$ cat src/rtl/uart_rx_param.sv
// 16x oversampled UART receiver: majority-voted samples, optional parity, 1-2 stop bits,
// error flags, and a held key_code output that auto-clears after a programmable idle time.
module uart_rx_param #(
    parameter int CLK_HZ    = 100_000_000,
    parameter int BAUD      = 9600,
    parameter int DATA_BITS = 8,
    parameter int PARITY    = 0,
    parameter int STOP_BITS = 1,
    parameter int HOLD_BITS = 800
) (
    input  logic                 clk,
    input  logic                 rst,
    input  logic                 rxd,
    output logic [DATA_BITS-1:0] rx_data,
    output logic                 rx_valid,
    output logic                 parity_err,
    output logic                 frame_err,
    output logic [DATA_BITS-1:0] key_code,
    output logic                 busy
);
    localparam int DIV_RAW  = (CLK_HZ + 8 * BAUD) / (16 * BAUD);
    localparam int DIV      = (DIV_RAW < 1) ? 1 : DIV_RAW;
    localparam int TW       = (DIV > 1) ? $clog2(DIV) : 1;
    localparam int HOLD_MAX = HOLD_BITS * 16;
    localparam int HW       = (HOLD_MAX > 0) ? $clog2(HOLD_MAX + 1) : 1;
    localparam int BW       = $clog2(DATA_BITS);

    localparam logic [TW-1:0] DIV_LAST  = TW'(DIV - 1);
    localparam logic [HW-1:0] HOLD_LIM  = HW'(HOLD_MAX);
    localparam logic [BW-1:0] DATA_LAST = BW'(DATA_BITS - 1);
    localparam logic [BW-1:0] STOP_LAST = BW'(STOP_BITS - 1);

    typedef enum logic [2:0] {
        S_IDLE, S_START, S_DATA, S_PARITY, S_STOP, S_DONE, S_BREAK
    } state_t;

    state_t               state, state_next;
    logic                 sync1, rs, rs_prev;
    logic [TW-1:0]        tick_cnt;
    logic                 tick;
    logic [3:0]           sub;
    logic [BW-1:0]        bit_cnt;
    logic                 samp_a, samp_b, maj, at_sample;
    logic [DATA_BITS-1:0] shreg;
    logic                 par_flag, frm_flag, exp_par;
    logic                 start_go, done_go, good;
    logic [HW-1:0]        hold_cnt;

    assign tick      = (tick_cnt == DIV_LAST);
    assign at_sample = tick && (sub == 4'd9);
    assign maj       = (samp_a & samp_b) | (samp_a & rs) | (samp_b & rs);
    assign exp_par   = (PARITY == 2) ? ^shreg : ~^shreg;
    assign good      = ~par_flag & ~frm_flag & maj;
    assign rx_valid  = (state == S_DONE);
    assign busy      = (state != S_IDLE);

    always_ff @(posedge clk or posedge rst) begin
        if (rst) begin
            sync1   <= 1'b1;
            rs      <= 1'b1;
            rs_prev <= 1'b1;
            state   <= S_IDLE;
        end else begin
            sync1   <= rxd;
            rs      <= sync1;
            rs_prev <= rs;
            state   <= state_next;
        end
    end

    // The final stop-bit vote moves straight to DONE, leaving the rest of the stop bit free for a new start.
    always_comb begin
        state_next = state;
        start_go   = 1'b0;
        done_go    = 1'b0;
        case (state)
            S_IDLE: begin
                if (rs_prev && !rs) begin
                    state_next = S_START;
                    start_go   = 1'b1;
                end
            end
            S_START: begin
                if (at_sample) state_next = maj ? S_IDLE : S_DATA;
            end
            S_DATA: begin
                if (at_sample && bit_cnt == DATA_LAST)
                    state_next = (PARITY != 0) ? S_PARITY : S_STOP;
            end
            S_PARITY: begin
                if (at_sample) state_next = S_STOP;
            end
            S_STOP: begin
                if (at_sample && bit_cnt == STOP_LAST) begin
                    state_next = S_DONE;
                    done_go    = 1'b1;
                end
            end
            S_DONE:  state_next = frame_err ? S_BREAK : S_IDLE;
            S_BREAK: if (rs) state_next = S_IDLE;
            default: state_next = S_IDLE;
        endcase
    end

    always_ff @(posedge clk or posedge rst) begin
        if (rst) begin
            tick_cnt <= '0;
            sub      <= '0;
            bit_cnt  <= '0;
            samp_a   <= 1'b1;
            samp_b   <= 1'b1;
        end else begin
            if (start_go || tick) tick_cnt <= '0;
            else                  tick_cnt <= tick_cnt + 1'b1;

            if (start_go)  sub <= '0;
            else if (tick) sub <= sub + 4'd1;

            if (tick && sub == 4'd7) samp_a <= rs;
            if (tick && sub == 4'd8) samp_b <= rs;

            if (start_go) begin
                bit_cnt <= '0;
            end else if (at_sample) begin
                if (state == S_DATA)      bit_cnt <= (bit_cnt == DATA_LAST) ? '0 : bit_cnt + 1'b1;
                else if (state == S_STOP) bit_cnt <= bit_cnt + 1'b1;
            end
        end
    end

    always_ff @(posedge clk or posedge rst) begin
        if (rst) begin
            shreg    <= '0;
            par_flag <= 1'b0;
            frm_flag <= 1'b0;
        end else if (start_go) begin
            par_flag <= 1'b0;
            frm_flag <= 1'b0;
        end else if (at_sample) begin
            if (state == S_DATA)             shreg    <= {maj, shreg[DATA_BITS-1:1]};
            if (state == S_PARITY)           par_flag <= (maj != exp_par);
            if (state == S_STOP && !maj)     frm_flag <= 1'b1;
        end
    end

    // Frame results are registered on the edge entering DONE so they are valid alongside rx_valid.
    always_ff @(posedge clk or posedge rst) begin
        if (rst) begin
            rx_data    <= '0;
            parity_err <= 1'b0;
            frame_err  <= 1'b0;
        end else if (done_go) begin
            rx_data    <= shreg;
            parity_err <= par_flag;
            frame_err  <= frm_flag | ~maj;
        end
    end

    always_ff @(posedge clk or posedge rst) begin
        if (rst) begin
            hold_cnt <= '0;
            key_code <= '0;
        end else if (done_go && good) begin
            hold_cnt <= '0;
            key_code <= shreg;
        end else if (HOLD_MAX != 0 && tick && hold_cnt != HOLD_LIM) begin
            hold_cnt <= hold_cnt + 1'b1;
            if (hold_cnt == HOLD_LIM - 1'b1) key_code <= '0;
        end
    end
endmodule

$ cat config.mk
export PLATFORM = sky130hd
export DESIGN_NAME = uart_rx_param
export DESIGN_NICKNAME = d
export VERILOG_FILES = /design/src/rtl/uart_rx_param.sv
export SDC_FILE = /design/constraint.sdc
export NUM_CORES = 1
export LEC_CHECK = 0
export CORE_ASPECT_RATIO = 0.6
export CORE_MARGIN = 5
export CORE_UTILIZATION = 40
export CTS_CLUSTER_DIAMETER = 60
export CTS_CLUSTER_SIZE = 25
export DETAILED_ROUTE_END_ITERATION = 8
export MAX_ROUTING_LAYER = met4
export PLACE_DENSITY_LB_ADDON = 0.2
export SLEW_MARGIN = 15
export SYNTH_ARGS = -nofsm -noshare
export SYNTH_HDL_FRONTEND = slang
export SYNTH_SLANG_ARGS = --single-unit
$ cat constraint.sdc
create_clock -name clk -period 2.46 [get_ports clk]
set_clock_uncertainty 0.2 [all_clocks]
set_input_delay 0.492 -clock clk [delete_from_list [all_inputs] [get_ports clk]]
set_output_delay 0.492 -clock clk [all_outputs]
set_load 0.02 [all_outputs]
==> flow_summary_export.csv <==
group,metric,value,unit
run_status,status,"complete, no violations",
global_routing,grt_pass1_wl,12530,um
worst_setup_path,critical_path.max_stage_delay,520,ps
synth,syn_avg_cell_area,10.15,um^2
power_and_ir_drop,power_density,678.6,mW/mm^2
timing,hold_viol,0,
power_and_ir_drop,max-vdd-ir-drop,0.3191,mV
floorplanning,core_area,0.008458,mm^2
timing,layout_min_cycle_time,2264,ps
timing,setup_tns,0,ps
global_routing,grt_overflow,0,
final_layout,antennaDiodeCount,0,
timing,final-max-slew-violation-count,0,
synth,synth_fp_nets,353,
placement,port_buffers,22,
route,firstDrtPassIters,4,
route,viasPerCell,5.290,
worst_setup_path,cp_slowest_cell,"dfrtp_1",
final_layout,final_nets,383,
clocking,htree_levels,3,
worst_setup_path,crit_buf_inv,1,
power_and_ir_drop,power_frac_clock,46.1,%
clocking,ctsLongestPathBuffers,2,
clocking,root_buffer,"clkbuf_16",
power_and_ir_drop,seqPwrFrac,44.8,%
worst_setup_path,cp.arrival,1570,ps
worst_hold_path,hold_path.class,"reg -> reg",
worst_setup_path,path_max_fanout,14,
route,vias,2576,
timing,holdWs,157.1,ps
placement,gp_congestion,0.8022,
clocking,numCtsBuffers,9,
final_layout,final_area,0.004205,mm^2
worst_setup_path,critical_path.startpoint_type,"flop",
clocking,clk_latency,320,ps
power_and_ir_drop,p_leak,1.785,nW
final_layout,drive_gt1_share,15.47,%
timing,fin_crit_sh,92.04,%
timing,worst_pin_slew,669.9,ps
global_routing,grt_pass1_vias,2439,
floorplanning,pin_count,23,
global_routing,gr-usage-all-layers,15.48,%
route,wl_met2,2851,um
worst_setup_path,critical_path_class,"reg -> out",
clocking,cts.reportedPaths.clkPinSlew,50,ps
synth,synth-edff-count,0,
final_layout,fin_util,49.72,%
worst_setup_path,end_kind,"output port",
power_and_ir_drop,p_int,0.002153,W
clocking,hold_buffers,0,
synth,synth-async-reset-ratio,100.0,%
synth,syn_inst,340,
power_and_ir_drop,switching_power,0.0007003,W
synth,yosysWarningCount,0,
timing,rsz0062_at_grt,"false",
clocking,cts_tree,"built",
route,drtIter0Drc,209,
global_routing,grt_max_degree,28,
worst_setup_path,cp_top_family,"flip-flops",
placement,post-dp-hpwl,5297,um
worst_setup_path,crit_required,1770,ps
synth,yosys.cell_types.count,53,
worst_setup_path,crit_chain,"or3_1 > dlygate4sd2_1",
floorplanning,initial_core_util,40.78,%
synth,synth-seq-cells,67,
floorplanning,num_rows,26,
final_layout,syn2layout_area_growth,21.91,%
clocking,clock_sinks,67,
timing,relSlewSlack,54.73,%
route,route.detailed.drc,0,
power_and_ir_drop,comb_power_share,9.2,%
route,dr.max_layer_used,"met4",
route,routedWlPerCell,15.09,um
global_routing,grt_antenna_before_repair,0,
floorplanning,dieArea,0.01064,mm^2
floorplanning,die_h,81.94,um
route,drt.antenna.violating_nets,0,
timing,setup_viol,0,
run,max-cap-violations,0,
route,met1_length,4025,um
synth,ys_seq_area_share,48.78,%
synth,netlist_area,0.003450,mm^2
power_and_ir_drop,switching_share,24.54,%
floorplanning,die_w,129.9,um
placement,placed_area,0.003869,mm^2
route,routed_wl,7348,um
route,wl_met3,384,um
timing,max_freq,441.7,MHz
power_and_ir_drop,fin_total_pwr,0.002854,W
synth,synth-main-ff-cell,"dfrtp_1",
[path summary, 6_finish.rpt]
kind                                            start  cells after the start  slack, ps                       end
worst min-delay path                  sync1$_DFF_PP1_                      0        160              rs$_DFF_PP1_
worst max register to register  tick_cnt[0]$_DFF_PP0_                      7        210   key_code[5]$_DFFE_PP0P_
max in group asynchronous                         rst                      3       1190              rs$_DFF_PP1_
worst max-delay path             state[2]$_DFFE_PP0P_                      2        200                      busy
worst min register to register        sync1$_DFF_PP1_                      0        160              rs$_DFF_PP1_
min in group asynchronous                         rst                      2        300  hold_cnt[12]$_DFFE_PP0P_
[worst register-to-register path, stage by stage, from the launching register on]
cell,delay [ps]
dfrtp_1,420
inv_1,70
ha_1,170
and4bb_1,250
nand3_1,250
nor4_4,390
buf_12,210
mux2i_1,210
[cell usage after synthesis (4+ instances only)]
cell type / number / area share [%]
dfrtp_1: 62 / 45
o21ai_0: 44 / 6.4
nor2_1: 21 / 2.3
inv_1: 19 / 2.1
a21oi_1: 18 / 2.6
nand2_1: 18 / 2.0
xnor2_1: 14 / 3.6
nand3_1: 13 / 1.9
clkbuf_1: 12 / 1.3
mux2_2: 12 / 3.9
ha_1: 10 / 3.6
or3_1: 10 / 1.8
mux2i_1: 8 / 2.3
nor2b_1: 7 / 1.3
dfstp_2: 5 / 3.8
nand3b_1: 5 / 1.1
nand4_1: 5 / 0.91
or4_1: 4 / 0.87
[state kept, by name, indices dropped and copies added (netlist names)]
| signal | flops |
|---|---|
| rs_prev | 1 |
| sub | 4 |
| tick_cnt | 10 |
| sync1 | 1 |
| frame_err | 1 |
| samp_b | 1 |
| shreg | 8 |
| rs | 1 |
| state | 3 |
| frm_flag | 1 |
| hold_cnt | 14 |
| key_code | 8 |
| parity_err | 1 |
| par_flag | 1 |
| rx_data | 8 |
| bit_cnt | 3 |
| samp_a | 1 |
[metal layers]
metal	track usage, %	up-vias
met5	-	-
met4	4.357	0
met3	4.613	12
met2	19.84	51
met1	23.22	1245
li1	-	1268
[timing repair]
item / 4_1_cts / 5_1_grt
pin swaps: 0 / 1
gates resized for setup: 1 / 4
setup buffers: 0 / 2
endpoints found under the setup margin: 1 / 7
[layout make-up]
type | instances | area (um^2)
Fill cell | 794 | 4253
Inverter | 19 | 71.32
Multi-Input combinational cell | 239 | 1645
Clock inverter | 4 | 47.55
Sequential cell | 67 | 1685
Tap cell | 112 | 140.1
Clock buffer | 12 | 266.5
Timing Repair Buffer | 34 | 349.1
[through the flow]
stage	cells	setup WS [ps]
after floorplan	340	93.12
after global placement	469	200.3
after detailed placement	469	161.4
after CTS	485	8.336
after global routing	487	67.23
final	487	195.8
[logic make-up (layout without fill, tap and decap cells)]
family / Yosys count / count (layout) / synth area share [%]
adders and majority gates: 11 / 11 / 3.917
and+or+nand+nor: 117 / 117 / 20.71
xor gates and xnor gates: 18 / 18 / 4.969
muxes: 20 / 20 / 6.239
DFF: 67 / 67 / 48.79
buffers and inverters: 34 / 69 / 3.881
AOI/OAI and AO/OA: 73 / 73 / 11.50
[placed cells by master, fill, tap and decap left out, types with 3 or more instances in the layout]
cell type        instances
dfrtp_1                 60
o21ai_0                 44
nor2_1                  21
clkdlybuf4s50_1         20
inv_1                   18
nand2_1                 18
a21oi_1                 18
xnor2_1                 14
nand3_1                 13
mux2_2                  12
or3_1                   10
ha_1                    10
clkbuf_16                9
buf_4                    9
mux2i_1                  8
nor2b_1                  7
nand3b_1                 5
nand4_1                  5
dfstp_2                  5
and3_1                   3
xor2_1                   3
nor3_1                   3
and4_1                   3
or4_1                    3
nand4b_1                 3
clkbuf_8                 3
buf_12                   3
[power by group through the flow]
stage / logic [W] / clock network [W] / registers, W
after floorplan: 0.000208 / 0 / 0.00126
after global placement: 0.000263 / 0 / 0.00129
after detailed placement: 0.000262 / 0 / 0.00130
after CTS: 0.000263 / 0.00135 / 0.00128
after global routing: 0.000298 / 0.00141 / 0.00129
final: 0.000261 / 0.00131 / 0.00128
Power figures use the tool's default switching activity.
